===== config.mk =====
export PLATFORM = sky130hd
export DESIGN_NAME = eth_tx_arbiter_flat
export DESIGN_NICKNAME = d
export VERILOG_FILES = /design/src/rtl/eth_tx_arb_pkg.sv /design/src/rtl/eth_tx_arbiter_if.sv /design/src/rtl/eth_tx_rr_sel.sv /design/src/rtl/eth_tx_arbiter.sv /design/src/flat_wrapper.sv
export SDC_FILE = /design/constraint.sdc
export NUM_CORES = 1
export LEC_CHECK = 0
export BUFFER_PORTS_ARGS = -buffer_cell sky130_fd_sc_hd__buf_4
export CORE_MARGIN = 1
export CORE_UTILIZATION = 51
export CTS_CLUSTER_SIZE = 16
export DETAILED_ROUTE_END_ITERATION = 7
export GPL_ROUTABILITY_DRIVEN = 0
export PLACE_DENSITY = 0.79
export SLEW_MARGIN = 20
export SYNTH_ARGS = -nofsm -noshare
export SYNTH_HDL_FRONTEND = slang
export SYNTH_SLANG_ARGS = --single-unit

===== constraint.sdc =====
create_clock -name clk_tx_i -period 2.23 [get_ports clk_tx_i]
set_input_delay 0.223 -clock clk_tx_i [delete_from_list [all_inputs] [get_ports clk_tx_i]]
set_output_delay 0.223 -clock clk_tx_i [all_outputs]
set_load 0.03 [all_outputs]

===== src/rtl/eth_tx_arb_pkg.sv =====
// Shared types and the circular round-robin pick for the Ethernet TX arbiter.
package eth_tx_arb_pkg;

  localparam int unsigned MAX_SRC = 8;

  typedef enum logic [1:0] {
    IDLE = 2'd0,
    BUSY = 2'd1,
    GAP  = 2'd2
  } arb_state_e;

  typedef logic [7:0] byte_t;

  // One-hot grant for the first request at or after ptr, wrapping modulo n (n <= MAX_SRC).
  function automatic logic [MAX_SRC-1:0] rr_pick(input logic [MAX_SRC-1:0] req,
                                                 input logic [2:0]         ptr,
                                                 input int unsigned        n);
    logic [MAX_SRC-1:0] gnt;
    logic               found;
    logic [3:0]         pos;
    gnt   = {MAX_SRC{1'b0}};
    found = 1'b0;
    for (int unsigned i = 0; i < MAX_SRC; i++) begin
      pos = {1'b0, ptr} + 4'(i);
      if (pos >= 4'(n)) begin
        pos = pos - 4'(n);
      end
      if ((i < n) && !found && req[pos[2:0]]) begin
        gnt[pos[2:0]] = 1'b1;
        found         = 1'b1;
      end
    end
    return gnt;
  endfunction

endpackage


===== src/rtl/eth_tx_arbiter_if.sv =====
// Source-side and MAC-side byte stream of the TX arbiter; slave is the arbiter's view.
interface eth_tx_arbiter_if
  import eth_tx_arb_pkg::*;
#(
  parameter int NUM_SRC = 2
);
  logic [NUM_SRC-1:0]   src_valid;
  logic [NUM_SRC*8-1:0] src_data;
  logic [NUM_SRC-1:0]   src_ack;
  logic                 mac_tx_valid;
  byte_t                mac_tx_data;
  logic                 mac_tx_ack;

  modport slave (
    input  src_valid, src_data, mac_tx_ack,
    output src_ack, mac_tx_valid, mac_tx_data
  );

  modport master (
    output src_valid, src_data, mac_tx_ack,
    input  src_ack, mac_tx_valid, mac_tx_data
  );
endinterface


===== src/rtl/eth_tx_rr_sel.sv =====
// Combinational circular priority selector: first request at or after ptr_i wins.
module eth_tx_rr_sel
  import eth_tx_arb_pkg::*;
#(
  parameter int N = 2
) (
  input  logic [N-1:0]         req_i,
  input  logic [$clog2(N)-1:0] ptr_i,
  output logic [N-1:0]         gnt_o,
  output logic [$clog2(N)-1:0] idx_o,
  output logic                 any_o
);
  localparam int IW = $clog2(N);

  logic [MAX_SRC-1:0] gnt_full_s;

  // Pick one-hot winner and encode its index
  always_comb begin
    gnt_full_s = rr_pick(MAX_SRC'(req_i), 3'(ptr_i), N);
    gnt_o      = gnt_full_s[N-1:0];
    any_o      = |gnt_full_s;
    idx_o      = {IW{1'b0}};
    for (int k = 0; k < MAX_SRC; k++) begin
      idx_o = idx_o | (gnt_full_s[k] ? IW'(k) : {IW{1'b0}});
    end
  end
endmodule


===== src/rtl/eth_tx_arbiter.sv =====
// Frame-locked round-robin TX arbiter with inter-frame gap and stall watchdog.
// Define ETH_TX_ARB_STATS_EN to add per-source frame/abort counters.
module eth_tx_arbiter
  import eth_tx_arb_pkg::*;
#(
  parameter int NUM_SRC        = 2,
  parameter int GAP_CYCLES     = 12,
  parameter int TIMEOUT_CYCLES = 1024
) (
  input  logic               clk_tx_i,
  input  logic               rst_n,
  eth_tx_arbiter_if.slave    bus_if,
  output logic [NUM_SRC-1:0] grant_o,
  output logic               busy_o,
  output logic               timeout_o
`ifdef ETH_TX_ARB_STATS_EN
  ,
  output logic [NUM_SRC*16-1:0] frame_cnt_o,
  output logic [NUM_SRC*8-1:0]  abort_cnt_o
`endif
);
  localparam int IW = $clog2(NUM_SRC);
  localparam int GW = (GAP_CYCLES > 0) ? $clog2(GAP_CYCLES + 1) : 1;
  localparam int WW = $clog2(TIMEOUT_CYCLES);
  localparam logic [IW-1:0] LAST_IDX  = IW'(NUM_SRC - 1);
  localparam logic [GW-1:0] GAP_LAST  = GW'(GAP_CYCLES - 1);
  localparam logic [WW-1:0] WD_LAST   = WW'(TIMEOUT_CYCLES - 1);
  localparam arb_state_e    END_STATE = (GAP_CYCLES == 0) ? IDLE : GAP;

  arb_state_e         state_q, state_d;
  logic [NUM_SRC-1:0] gnt_q, gnt_d, mask_q, mask_d, eligible_s, sel_gnt_s;
  logic [IW-1:0]      gidx_q, gidx_d, rr_q, rr_d, sel_idx_s, next_ptr_s;
  logic [GW-1:0]      gap_q, gap_d;
  logic [WW-1:0]      wd_q, wd_d;
  logic               timeout_q, timeout_d;
  logic               sel_any_s, cur_valid_s, frame_end_s, abort_s;
  byte_t              cur_data_s;

  // A masked (aborted) source stays out of arbitration until its valid drops
  assign eligible_s = bus_if.src_valid & ~mask_q;
  assign next_ptr_s = (gidx_q == LAST_IDX) ? {IW{1'b0}} : gidx_q + IW'(1);

  eth_tx_rr_sel #(.N(NUM_SRC)) u_rr_sel (
    .req_i (eligible_s),
    .ptr_i (rr_q),
    .gnt_o (sel_gnt_s),
    .idx_o (sel_idx_s),
    .any_o (sel_any_s)
  );

  // Mux the granted source's valid and byte
  always_comb begin
    cur_valid_s = 1'b0;
    cur_data_s  = 8'h00;
    for (int k = 0; k < NUM_SRC; k++) begin
      cur_valid_s = cur_valid_s | ((gidx_q == IW'(k)) & bus_if.src_valid[k]);
      cur_data_s  = cur_data_s | ((gidx_q == IW'(k)) ? bus_if.src_data[8*k +: 8] : 8'h00);
    end
  end

  // Next-state logic: arbitration, frame end, watchdog abort, gap count
  always_comb begin
    state_d     = state_q;
    gnt_d       = gnt_q;
    gidx_d      = gidx_q;
    rr_d        = rr_q;
    gap_d       = gap_q;
    wd_d        = wd_q;
    mask_d      = mask_q & bus_if.src_valid;
    timeout_d   = 1'b0;
    frame_end_s = 1'b0;
    abort_s     = 1'b0;
    case (state_q)
      IDLE: begin
        wd_d  = {WW{1'b0}};
        gap_d = {GW{1'b0}};
        if (sel_any_s) begin
          gnt_d   = sel_gnt_s;
          gidx_d  = sel_idx_s;
          state_d = BUSY;
        end else begin
          state_d = IDLE;
        end
      end
      BUSY: begin
        // A dropped valid wins over a simultaneous watchdog expiry
        if (!cur_valid_s) begin
          frame_end_s = 1'b1;
          rr_d        = next_ptr_s;
          wd_d        = {WW{1'b0}};
          state_d     = END_STATE;
        end else if (bus_if.mac_tx_ack) begin
          wd_d = {WW{1'b0}};
        end else if (wd_q == WD_LAST) begin
          abort_s   = 1'b1;
          timeout_d = 1'b1;
          mask_d    = mask_d | gnt_q;
          rr_d      = next_ptr_s;
          wd_d      = {WW{1'b0}};
          state_d   = END_STATE;
        end else begin
          wd_d = wd_q + WW'(1);
        end
      end
      GAP: begin
        if (gap_q == GAP_LAST) begin
          gap_d   = {GW{1'b0}};
          state_d = IDLE;
        end else begin
          gap_d = gap_q + GW'(1);
        end
      end
      default: begin
        state_d = IDLE;
        gap_d   = {GW{1'b0}};
        wd_d    = {WW{1'b0}};
      end
    endcase
  end

  // State and bookkeeping registers
  always_ff @(posedge clk_tx_i or negedge rst_n) begin
    if (!rst_n) begin
      state_q   <= IDLE;
      gnt_q     <= {NUM_SRC{1'b0}};
      gidx_q    <= {IW{1'b0}};
      rr_q      <= {IW{1'b0}};
      gap_q     <= {GW{1'b0}};
      wd_q      <= {WW{1'b0}};
      mask_q    <= {NUM_SRC{1'b0}};
      timeout_q <= 1'b0;
    end else begin
      state_q   <= state_d;
      gnt_q     <= gnt_d;
      gidx_q    <= gidx_d;
      rr_q      <= rr_d;
      gap_q     <= gap_d;
      wd_q      <= wd_d;
      mask_q    <= mask_d;
      timeout_q <= timeout_d;
    end
  end

  // Pass-through from the owner while BUSY; everything quiet otherwise
  always_comb begin
    if (state_q == BUSY) begin
      bus_if.mac_tx_valid = cur_valid_s;
      bus_if.mac_tx_data  = cur_data_s;
      bus_if.src_ack      = (cur_valid_s & bus_if.mac_tx_ack) ? gnt_q : {NUM_SRC{1'b0}};
      grant_o             = gnt_q;
    end else begin
      bus_if.mac_tx_valid = 1'b0;
      bus_if.mac_tx_data  = 8'h00;
      bus_if.src_ack      = {NUM_SRC{1'b0}};
      grant_o             = {NUM_SRC{1'b0}};
    end
  end

  assign busy_o    = (state_q != IDLE);
  assign timeout_o = timeout_q;

`ifdef ETH_TX_ARB_STATS_EN
  logic [15:0] frame_cnt_q [NUM_SRC];
  logic [7:0]  abort_cnt_q [NUM_SRC];

  // Frame counters wrap, abort counters saturate
  always_ff @(posedge clk_tx_i or negedge rst_n) begin
    if (!rst_n) begin
      for (int k = 0; k < NUM_SRC; k++) begin
        frame_cnt_q[k] <= 16'd0;
        abort_cnt_q[k] <= 8'd0;
      end
    end else begin
      for (int k = 0; k < NUM_SRC; k++) begin
        if (frame_end_s && (gidx_q == IW'(k))) begin
          frame_cnt_q[k] <= frame_cnt_q[k] + 16'd1;
        end
        if (abort_s && (gidx_q == IW'(k)) && (abort_cnt_q[k] != 8'hFF)) begin
          abort_cnt_q[k] <= abort_cnt_q[k] + 8'd1;
        end
      end
    end
  end

  // Flatten counter arrays onto the output buses
  always_comb begin
    for (int k = 0; k < NUM_SRC; k++) begin
      frame_cnt_o[16*k +: 16] = frame_cnt_q[k];
      abort_cnt_o[8*k +: 8]   = abort_cnt_q[k];
    end
  end
`endif
endmodule


===== src/flat_wrapper.sv =====
// flat-port wrapper written by rule: the top's interface ports become plain ports
module eth_tx_arbiter_flat import eth_tx_arb_pkg::*;
#(
  parameter int NUM_SRC        = 2,
  parameter int GAP_CYCLES     = 12,
  parameter int TIMEOUT_CYCLES = 1024
)
  (clk_tx_i, rst_n, grant_o, busy_o, timeout_o, bus_if_src_valid, bus_if_src_data, bus_if_mac_tx_ack, bus_if_src_ack, bus_if_mac_tx_valid, bus_if_mac_tx_data);
  eth_tx_arbiter_if #(.NUM_SRC(NUM_SRC)) bus_if_i ();
  input  logic clk_tx_i;
  input  logic rst_n;
  output logic [NUM_SRC-1:0] grant_o;
  output logic busy_o;
  output logic timeout_o;
  input wire logic [$bits(bus_if_i.src_valid)-1:0] bus_if_src_valid;
  input wire logic [$bits(bus_if_i.src_data)-1:0] bus_if_src_data;
  input wire logic [$bits(bus_if_i.mac_tx_ack)-1:0] bus_if_mac_tx_ack;
  output wire logic [$bits(bus_if_i.src_ack)-1:0] bus_if_src_ack;
  output wire logic [$bits(bus_if_i.mac_tx_valid)-1:0] bus_if_mac_tx_valid;
  output wire logic [$bits(bus_if_i.mac_tx_data)-1:0] bus_if_mac_tx_data;
  assign bus_if_i.src_valid = bus_if_src_valid;
  assign bus_if_i.src_data = bus_if_src_data;
  assign bus_if_i.mac_tx_ack = bus_if_mac_tx_ack;
  assign bus_if_src_ack = bus_if_i.src_ack;
  assign bus_if_mac_tx_valid = bus_if_i.mac_tx_valid;
  assign bus_if_mac_tx_data = bus_if_i.mac_tx_data;
  eth_tx_arbiter #(.NUM_SRC(NUM_SRC), .GAP_CYCLES(GAP_CYCLES), .TIMEOUT_CYCLES(TIMEOUT_CYCLES)) u_core (.clk_tx_i(clk_tx_i), .rst_n(rst_n), .bus_if(bus_if_i), .grant_o(grant_o), .busy_o(busy_o), .timeout_o(timeout_o));
endmodule

==> summary.md <==
| Metric | Value |
|---|---|
| Fmax | `0.498 GHz` |
| Min-Delay Path Depth | `3` |
| Clock power share | `0.183` |
| R2R setup slack | `360 ps` |
| Worst Hold Class | `in2reg` |
| Synthesized flop and latch total | `22` |
| Post-synth top flop | `dfrtp_1` |
| Final Skew | `6.89 ps` |
| Clk Latency, worst-skew pair | `310 ps` |
| Largest net degree at the start of global routing | `23` |
| Area contributors post-synth | `dfrtp_1 43%, mux2i_1 8.5%, nand2_1 4.4%` |
| GRT Overall Usage | `0.248` |
| Cell area after synthesis | `0.00129 mm^2` |
| Drt total wl | `3.06 mm` |
| Core Area | `0.00230 mm^2` |
| HPWL after detailed placement | `2.27 mm` |
| Mapped Cells | `144` |
| Die height | `52.3 um` |
| Cell Rows | `17` |
| Critical path peak fanout | `14` |
| VDD IR max | `0.812 mV` |
| Initial antenna violation count | `0` |
| Asr flop ratio synth | `1.00` |
| Hold endpoint | `u_core.mask_q[0]$_DFF_PN0_` |
| DR DRC count | `0` |
| CTS clk-pin slew, worst paths | `130 ps` |
| Root buf cell | `clkbuf_4` |
| Status | `finished, final reports clean` |
| Die area | `0.00273 mm^2` |
| TritonCTS clock tree | `yes` |
| Number of global-route vias before repair | `1154` |
| Nets | `206` |
| Antenna cell count | `0` |
| Slew @ Worst Pin | `741 ps` |
| Wire per inst | `14.6 um` |
| Period Utilization, post-route | `0.900` |
| Yosys top cell by area | `dfrtp_1` |
| EDFF count, synth | `0` |
| Routed vias | `1200` |
| Post-CTS Setup Bufs | `0` |
| Power per Cell Area | `1020 mW/mm^2` |
| R2r endpoint | `u_core.wd_q[7]$_DFFE_PN0N_` |
| CP Data Required Time | `2010 ps` |
| Top cell type's share of synthesized area | `0.427` |
| Clock Tree Buf Depth | `2` |
| CP Launch Type | `flop` |
| Most frequent cell after synthesis | `dfrtp_1` |
| Starting Density | `0.561` |
| Cell internal pwr | `987 uW` |
| First-pass GRT wire length | `4.96 mm` |
| Synth-to-Final Area Change | `28.6%` |
| Psw | `697 uW` |
| Max-cap viol count | `0` |
| Leak | `0.790 nW` |
| Final setup fails | `0` |
| Final Hold Vio Count | `0` |
| Die Wd | `52.3 um` |
| CP Class | `reg2out` |
| Syn nets | `167` |
| Combinational fraction of design power | `0.505` |
| Tmin final | `2010 ps` |
| IO Pins | `36` |
| Sequential fraction of the synthesis area | `0.427` |
| Tot Pwr | `1.68 mW` |
| Hold_sp | `bus_if_src_valid[0]` |
| Slew HR | `0.502` |
| Layout cells sized above 1 | `0.253` |
| Flop pwr share | `0.311` |
| Max-slew violations | `0` |
| DR iter-0 viols | `34` |
| Synth top cells by count | `22 x dfrtp_1, 15 x nand2_1, 14 x nor2_1` |
| Reg2Reg Depth | `5` |
| H-tree Lvls | `1` |
| Final TNS setup | `0 ps` |
| Total gr overflow | `0` |
| Worst R2R Start | `u_core.state_q[1]$_DFFE_PN0P_` |
| Cts bufs inserted | `3` |
| Netlist cell types | `41` |
| Port bufs | `35` |
| Vias per inst | `5.71` |
| Yosys warning count | `0` |
| RSZ-0062 raised after global routing | `no` |
| Drt first pass iters | `4` |
| Clock sink count | `22` |
| Mapped Avg Cell Area | `8.95 um^2` |
| Antenna-violating nets left | `0` |
| Worst setup EP type | `output pin` |
| Switch share | `0.414` |
| Crit path DAT | `1780 ps` |
==> how the worst max path moves through the flow <==
| stage | start | slack (ps) | endpoint | depth (start not counted) |
|---|---|---|---|---|
| finish | u_core.state_q[1]$_DFFE_PN0P_ | 220 | bus_if_src_ack[0] | 5 |
| global route | u_core.state_q[1]$_DFFE_PN0P_ | 130 | bus_if_src_ack[0] | 5 |
| CTS | u_core.state_q[1]$_DFFE_PN0P_ | 240 | bus_if_src_ack[0] | 5 |
| detailed placement | u_core.state_q[1]$_DFFE_PN0P_ | 430 | u_core.wd_q[7]$_DFFE_PN0N_ | 5 |
| global placement | u_core.wd_q[0]$_DFFE_PN0N_ | 420 | u_core.wd_q[3]$_DFFE_PN0N_ | 5 |
| floorplan | u_core.state_q[1]$_DFFE_PN0P_ | 460 | bus_if_src_ack[0] | 3 |
==> metrics by stage <==
| step | setup WS, ps | hold slack, ps | instance area [um^2] | cells | util |
|---|---|---|---|---|---|
| after CTS | 239 | 152 | 1660 | 210 | 0.722 |
| final | 224 | 160 | 1660 | 210 | 0.722 |
| after floorplan | 456 | -72.6 | 1290 | 144 | - |
| after global placement | 417 | 124 | 1600 | 205 | 0.694 |
| after global routing | 130 | 145 | 1660 | 210 | 0.722 |
| after detailed placement | 431 | 127 | 1600 | 205 | 0.694 |
==> area by class of cell <==
| cell class | instances | area [um^2] |
|---|---|---|
| repair buffers | 41 | 310 |
| fillers | 177 | 639 |
| clock buffers | 3 | 22.5 |
| inverters | 4 | 15.0 |
| clock inverters | 1 | 30.0 |
| multi-input cells | 111 | 694 |
| well taps | 28 | 35.0 |
| flip-flops and latches | 22 | 551 |
==> per-layer routing <==
metal,up-vias,part of all wire,global-route usage
li1,599,-,-
met1,572,0.43,0.298
met2,25,0.52,0.438
met3,4,0.038,0.0319
met4,0,0.013,0.110
met5,-,0,0
==> flip-flops by register name (all words and copies together), names as in the netlist <==
name and cells:
u_core.gap_q 4, u_core.gnt_q 2, u_core.mask_q 2, u_core.rr_q 1, u_core.state_q 2, u_core.timeout_o 1
u_core.wd_q 10
==> power groups by stage <==
| stage | Clock, mW | Combinational, mW | Sequential [mW] |
|---|---|---|---|
| final | 0.309 | 0.851 | 0.524 |
| after detailed placement | 0 | 0.846 | 0.532 |
| after CTS | 0.314 | 0.854 | 0.523 |
| after global routing | 0.325 | 0.928 | 0.534 |
| after global placement | 0 | 0.827 | 0.526 |
| after floorplan | 0 | 0.558 | 0.516 |
==> what timing repair did <==
item,4_1_cts,5_1_grt
hold buffers,1,0
hold endpoints to repair,22,0
resized for setup,0,0
==> worst max-delay path: stages (launching register included) <==
cell and delay (ps):
dfrtp_1 450, nand2b_1 180, buf_4 190, nor2_1 270
and3_1 220, buf_4 160
==> cell families after synthesis <==
group                    after synthesis  synth area share
XOR/XNOR                               1           0.00680
AO/OA/AOI/OAI                         34             0.171
flip-flops                            22             0.427
AND/OR/NAND/NOR                       63             0.256
multiplexers                          11            0.0854
adder cells (fa/ha/maj)                2            0.0194
buffers and inverters                 11            0.0340
==> placed cells by master (no fill, tap or decap), types with 2 or more instances in the layout <==
cell and count:
buf_4 40, dfrtp_1 22, nand2_1 15, nor2_1 14
mux2i_1 11, o21ai_0 8, a21oi_1 7, nand4_1 5
nor2b_1 5, nand2b_1 4, inv_1 4, nand3_1 4
and3_1 3, and2_1 3, a31oi_1 3, a22o_1 3
clkbuf_4 3, nor3_1 2, o22ai_1 2, ha_1 2
No activity file was read; power rests on OpenSTA's default activity.
